### src/rtl/risc_pkg.sv
// Shared core types for the data-memory path: access sizes, LSU states and the size-to-bytes helper.
package risc_pkg;

   typedef enum logic [1:0] {BYTE = 2'd0, HALF = 2'd1, TRPL = 2'd2, WORD = 2'd3} op_dmem_size;

   typedef enum logic [1:0] {LSU_IDLE, LSU_ACCESS, LSU_WAIT, LSU_RESP} lsu_state_t;

   // Size encoding is ordered so the byte count is simply code + 1.
   function automatic logic [2:0] dmem_bytes(op_dmem_size size);
      return 3'(size) + 3'd1;
   endfunction

endpackage

### src/rtl/dmem_lsu_addr_chk.sv
// Combinational alignment and range check of an effective address against the data memory.
module dmem_addr_chk
   import risc_pkg::*;
#(
   parameter int DEPTH = 16
) (
   input  logic [31:0] ea,
   input  op_dmem_size size,
   output logic        misaligned,
   output logic        out_of_range
);

   logic [32:0] last;

   always_comb begin
      misaligned = 1'b0;
      case (size)
         HALF:       misaligned = ea[0];
         TRPL, WORD: misaligned = |ea[1:0];
         default:    misaligned = 1'b0;
      endcase
   end

   // Extra bit keeps the last-byte address from wrapping near 2^32.
   assign last         = {1'b0, ea} + 33'(dmem_bytes(size)) - 33'd1;
   assign out_of_range = last >= 33'(DEPTH);

endmodule

### src/rtl/dmem_lsu.sv
// Load/store unit in front of the data memory: one transaction at a time, errors never reach memory.
// Optional DMEM_LSU_PERF_CNT_EN adds load/store/error handshake counters.
module dmem_lsu
   import risc_pkg::*;
#(
   parameter int  WIDTH     = 32,
   parameter int  DEPTH     = 16,
   parameter int  SYNC_READ = 0,
   localparam int AW        = $clog2(DEPTH)
) (
   input  logic             clk,
   input  logic             res,
   input  logic             req_valid,
   output logic             req_ready,
   input  logic             req_we,
   input  op_dmem_size      req_size,
   input  logic             req_zero_ex,
   input  logic [31:0]      req_base,
   input  logic [11:0]      req_offset,
   input  logic [WIDTH-1:0] req_wdata,
   output logic             rsp_valid,
   input  logic             rsp_ready,
   output logic [WIDTH-1:0] rsp_rdata,
   output logic             rsp_err,
   output logic             mem_req,
   output logic             mem_wen,
   output logic             mem_ren,
   output logic             mem_zero_ex,
   output op_dmem_size      mem_size,
   output logic [AW-1:0]    mem_addr,
   output logic [WIDTH-1:0] mem_wdata,
   input  logic [WIDTH-1:0] mem_rdata
`ifdef DMEM_LSU_PERF_CNT_EN
   ,
   output logic [31:0]      cnt_load,
   output logic [31:0]      cnt_store,
   output logic [31:0]      cnt_err
`endif
);

   lsu_state_t  state;
   logic        st_q;
   logic [31:0] ea;
   logic        misaligned, out_of_range;

   assign ea = req_base + {{20{req_offset[11]}}, req_offset};

   dmem_addr_chk #(.DEPTH(DEPTH)) u_chk (
      .ea           (ea),
      .size         (req_size),
      .misaligned   (misaligned),
      .out_of_range (out_of_range)
   );

   // The mem_* registers double as the request latch while a transaction is in flight.
   always_ff @(posedge clk) begin
      if (res) begin
         state       <= LSU_IDLE;
         st_q        <= 1'b0;
         req_ready   <= 1'b1;
         rsp_valid   <= 1'b0;
         rsp_rdata   <= '0;
         rsp_err     <= 1'b0;
         mem_req     <= 1'b0;
         mem_wen     <= 1'b0;
         mem_ren     <= 1'b0;
         mem_zero_ex <= 1'b0;
         mem_size    <= BYTE;
         mem_addr    <= '0;
         mem_wdata   <= '0;
      end else begin
         case (state)
            LSU_IDLE: begin
               if (req_valid && req_ready) begin
                  req_ready <= 1'b0;
                  st_q      <= req_we;
                  if (misaligned || out_of_range) begin
                     state     <= LSU_RESP;
                     rsp_valid <= 1'b1;
                     rsp_err   <= 1'b1;
                     rsp_rdata <= '0;
                  end else begin
                     state       <= LSU_ACCESS;
                     mem_req     <= 1'b1;
                     mem_wen     <= req_we;
                     mem_ren     <= !req_we;
                     mem_size    <= req_size;
                     mem_zero_ex <= req_zero_ex;
                     mem_addr    <= ea[AW-1:0];
                     mem_wdata   <= req_wdata;
                  end
               end
            end
            LSU_ACCESS: begin
               mem_req   <= 1'b0;
               mem_wen   <= 1'b0;
               mem_ren   <= 1'b0;
               mem_wdata <= '0;
               if (st_q || SYNC_READ == 0) begin
                  state       <= LSU_RESP;
                  rsp_valid   <= 1'b1;
                  rsp_rdata   <= st_q ? '0 : mem_rdata;
                  mem_addr    <= '0;
                  mem_size    <= BYTE;
                  mem_zero_ex <= 1'b0;
               end else begin
                  // Size/zero_ex stay put: the memory extends the registered data combinationally.
                  state <= LSU_WAIT;
               end
            end
            LSU_WAIT: begin
               state       <= LSU_RESP;
               rsp_valid   <= 1'b1;
               rsp_rdata   <= mem_rdata;
               mem_addr    <= '0;
               mem_size    <= BYTE;
               mem_zero_ex <= 1'b0;
            end
            LSU_RESP: begin
               if (rsp_ready) begin
                  state     <= LSU_IDLE;
                  rsp_valid <= 1'b0;
                  rsp_rdata <= '0;
                  rsp_err   <= 1'b0;
                  req_ready <= 1'b1;
               end
            end
         endcase
      end
   end

`ifdef DMEM_LSU_PERF_CNT_EN
   always_ff @(posedge clk) begin
      if (res) begin
         cnt_load  <= '0;
         cnt_store <= '0;
         cnt_err   <= '0;
      end else if (rsp_valid && rsp_ready) begin
         if (rsp_err)   cnt_err   <= cnt_err + 32'd1;
         else if (st_q) cnt_store <= cnt_store + 32'd1;
         else           cnt_load  <= cnt_load + 32'd1;
      end
   end
`endif

endmodule
### config.mk
export PLATFORM = sky130hd
export DESIGN_NAME = dmem_lsu
export DESIGN_NICKNAME = d
export VERILOG_FILES = /design/src/rtl/risc_pkg.sv /design/src/rtl/dmem_lsu_addr_chk.sv /design/src/rtl/dmem_lsu.sv
export SDC_FILE = /design/constraint.sdc
export NUM_CORES = 1
export LEC_CHECK = 0
export BUFFER_PORTS_ARGS = -buffer_cell sky130_fd_sc_hd__buf_2
export CORE_MARGIN = 8
export CORE_UTILIZATION = 50
export DETAILED_ROUTE_END_ITERATION = 10
export HOLD_SLACK_MARGIN = 0.15
export MAX_ROUTING_LAYER = met4
export PLACE_DENSITY = 0.78
export SYNTH_ARGS = -nofsm -noshare
export SYNTH_HDL_FRONTEND = slang
export SYNTH_SLANG_ARGS = --single-unit
### constraint.sdc
create_clock -name clk -period 5.2 [get_ports clk]
set_input_delay 0.26 -clock clk [delete_from_list [all_inputs] [get_ports clk]]
set_output_delay 0.26 -clock clk [all_outputs]
set_load 0.01 [all_outputs]
==> results.json <==
{
  "fin_crit_ns": 4.570,
  "synth_cells": 837,
  "rsz0062_at_grt": "false",
  "overflow": 0,
  "finalSetupTns_ns": 0,
  "fp.coreArea_um2": 12410,
  "status": "completed",
  "cts_resized": 0,
  "clock_latency_ns": 0.33,
  "holdCritStartpoint": "req_wdata[31]",
  "crit_buf_inv": 2,
  "wl_met3_um": 1306,
  "min_period_over_period": 0.8788,
  "htreeDepth": 3,
  "finalHoldViolations": 0,
  "nets": 1170,
  "setup_violations": 0,
  "dpl.hpwl_um": 14660,
  "netlist_top_cells_area": "dfxtp_1 (26%), nand2_1 (8.8%), ha_1 (7.6%), mux2i_1 (5.6%), nand3_1 (4.6%)",
  "dp_slack_ns": 0.3461,
  "async_reset_ff_frac": 0,
  "synth.most_common_cell": "nand2_1",
  "routed_wl_um": 18410,
  "drc_errors": 0,
  "cts_num_sinks": 80,
  "synth-main-ff-cell": "dfxtp_1",
  "grt_usage": 0.2251,
  "cts_max_path_buffers": 2,
  "path_delay_family": "compound AO/OA/AOI/OAI gates",
  "ant_nets": 0,
  "leakagePower_uw": 0.003342,
  "critPathCapture": "rsp_rdata[15]",
  "cts_tree": "built",
  "vias": 6770,
  "wl_per_cell_um": 15.45,
  "relSlewSlack": 0.4976,
  "syn_nets": 993,
  "synth-seq-cells": 80,
  "ys_warn_count": 0,
  "first_pass_iters": 5,
  "yosysTopAreaCell": "dfxtp_1",
  "yosys.area.top_type_share": 0.2565,
  "ios": 193,
  "dp_cells": 1175,
  "path_cells": "buf_2 -> ha_1 -> nand2_1 -> nor4_1 -> o21ai_1 -> a211oi_1 -> o2111ai_1 -> or4_1 -> a2111oi_0 -> a2bb2oi_1 -> nand3_1 -> o21ai_4 -> buf_12 -> mux2i_1",
  "timing.hold.ws_ns": 0.1650,
  "hold_path.class": "primary input to flip-flop",
  "crit_type": "primary input to flip-flop",
  "p_per_area_nw_per_um2": 296.6,
  "clock.fmax_ghz": 0.2188,
  "cp_slowest_stage_delay_ns": 0.69,
  "layoutNonFillerInstCount": 1192,
  "critPathArrivalTime_ns": 4.83,
  "start_util": 0.5029,
  "seq_area_frac_synth": 0.2565,
  "die_x_um": 127.7,
  "cts_made_buffers": 9,
  "rr_worst_depth": 6,
  "finalClockSkew_ns": 0.007346,
  "rr_endpoint": "rsp_err",
  "grt_max_degree": 68,
  "syn2layout_area_growth_pct": 22.89,
  "cp_slowest_cell": "nor4_1",
  "crit_cells": 14,
  "reg2reg_slack_ns": 3.09,
  "dr.first_iter.drc_count": 460,
  "clk_pin_slew_ns": 0.06,
  "io_buffers": 192,
  "synth_cell_types": 74,
  "grt_pass1_vias": 6314,
  "r2r-start": "state[0]",
  "netlist_area_um2": 6243,
  "grt_pass1_wl_um": 30020,
  "clockRootBuffer": "clkbuf_16",
  "setup_ws_ns": 0.6302,
  "postCtsSetupBuffers": 0,
  "holdBufCountCts": 0,
  "synth_edf_count": 0,
  "met2_length_um": 8877,
  "m1WireLength_um": 7986,
  "gp_congestion": 0.9523,
  "antenna_found_initial": 1,
  "worst_pin_slew_ns": 0.7467,
  "power_uw": 2276,
  "cap_viol_max_count": 0,
  "synthTopCellsByCount": "nand2_1 (147), dfxtp_1 (80), nor2_1 (60)",
  "required_ns": 5.46,
  "startpoint": "req_offset[11]",
  "drive_gt1_frac": 0.2385,
  "critPathLaunchType": "primary input",
  "crit_path_end_kind": "flip-flop",
  "postSynthAreaPerCell_um2": 7.459,
  "routed_via_density": 5.680,
  "die_area_um2": 16320,
  "chipHeight_um": 127.7,
  "ir_drop_v": 0.0002033,
  "drv_slew": 0,
  "rows": 41,
  "top_layer": "met4",
  "worst-path-max-fanout": 22
}
state kept, by name (all words and copies together) (netlist names):
register,count
mem_addr,4
mem_ren,1
mem_req,1
mem_size,2
mem_wdata,32
mem_wen,1
mem_zero_ex,1
req_ready,1
rsp_err,1
rsp_rdata,32
rsp_valid,1
st_q,1
state,2
per-stage QoR:
stage | util | area (um2)
after CTS | 0.6178 | 7670
final | 0.6180 | 7672
after floorplan | - | 6243
after global placement | 0.5956 | 7395
after detailed placement | 0.5956 | 7395
after global routing | 0.6180 | 7672
power by group:
group	switching [uW]	internal, uW	total [uW]
logic	600	398	998
registers	32.9	670	703
clock network	237	337	574
total	870	1410	2280
metal layers:
layer / global-route usage / vias up
li1: - / 3417
met1: 0.2676 / 3096
met2: 0.3858 / 240
met3: 0.03702 / 17
met4: 0.06014 / 0
met5: - / -
worst register-to-register path, cell delays in order, from the launching register on:
cell and delay (ns):
dfxtp_1 0.41, inv_1 0.09, ha_1 0.29, a2bb2oi_1 0.48, o21ai_4 0.17, buf_12 0.20
a311o_1 0.35
placed cells by master (no fill, tap or decap), drive strengths merged, types with 13 or more instances in the layout:
cell   instances
nand4         15
xnor2         20
a21oi         55
inv           19
nand3         57
nor3          13
mux2i         35
dfxtp         80
o21ai         74
nor2          60
ha            38
buf          208
nand2        147
worst min-delay path by stage:
stage,endpoint,slack [ns],cells past startpoint
floorplan,mem_ren,0.36,1
global placement,mem_req,0.43,2
detailed placement,mem_req,0.44,2
CTS,rsp_rdata[22],0.15,3
global route,rsp_rdata[18],0.16,3
finish,mem_wdata[31],0.17,3
final cells by class:
class	instances	area, um2
diodes	1	2.502
flip-flops and latches	80	1602
well taps	172	215.2
multi-input cells	697	4392
clock buffers	12	246.5
fillers	1158	4742
repair buffers	208	1119
inverters	18	67.56
clock inverters	4	28.78
kinds of logic (layout without fill, tap and decap cells):
family                   Yosys count  in the layout  synth area share
adder cells (fa/ha/maj)           40             40           0.08257
AO/OA/AOI/OAI                    228            228            0.2369
multiplexers                      37             37           0.05972
other                              0              1                 0
flip-flops                        80             80            0.2565
XOR/XNOR                          31             31           0.04349
buffers and inverters             60            242           0.04188
AND/OR/NAND/NOR                  361            361            0.2790
Power figures use the tool's default switching activity.
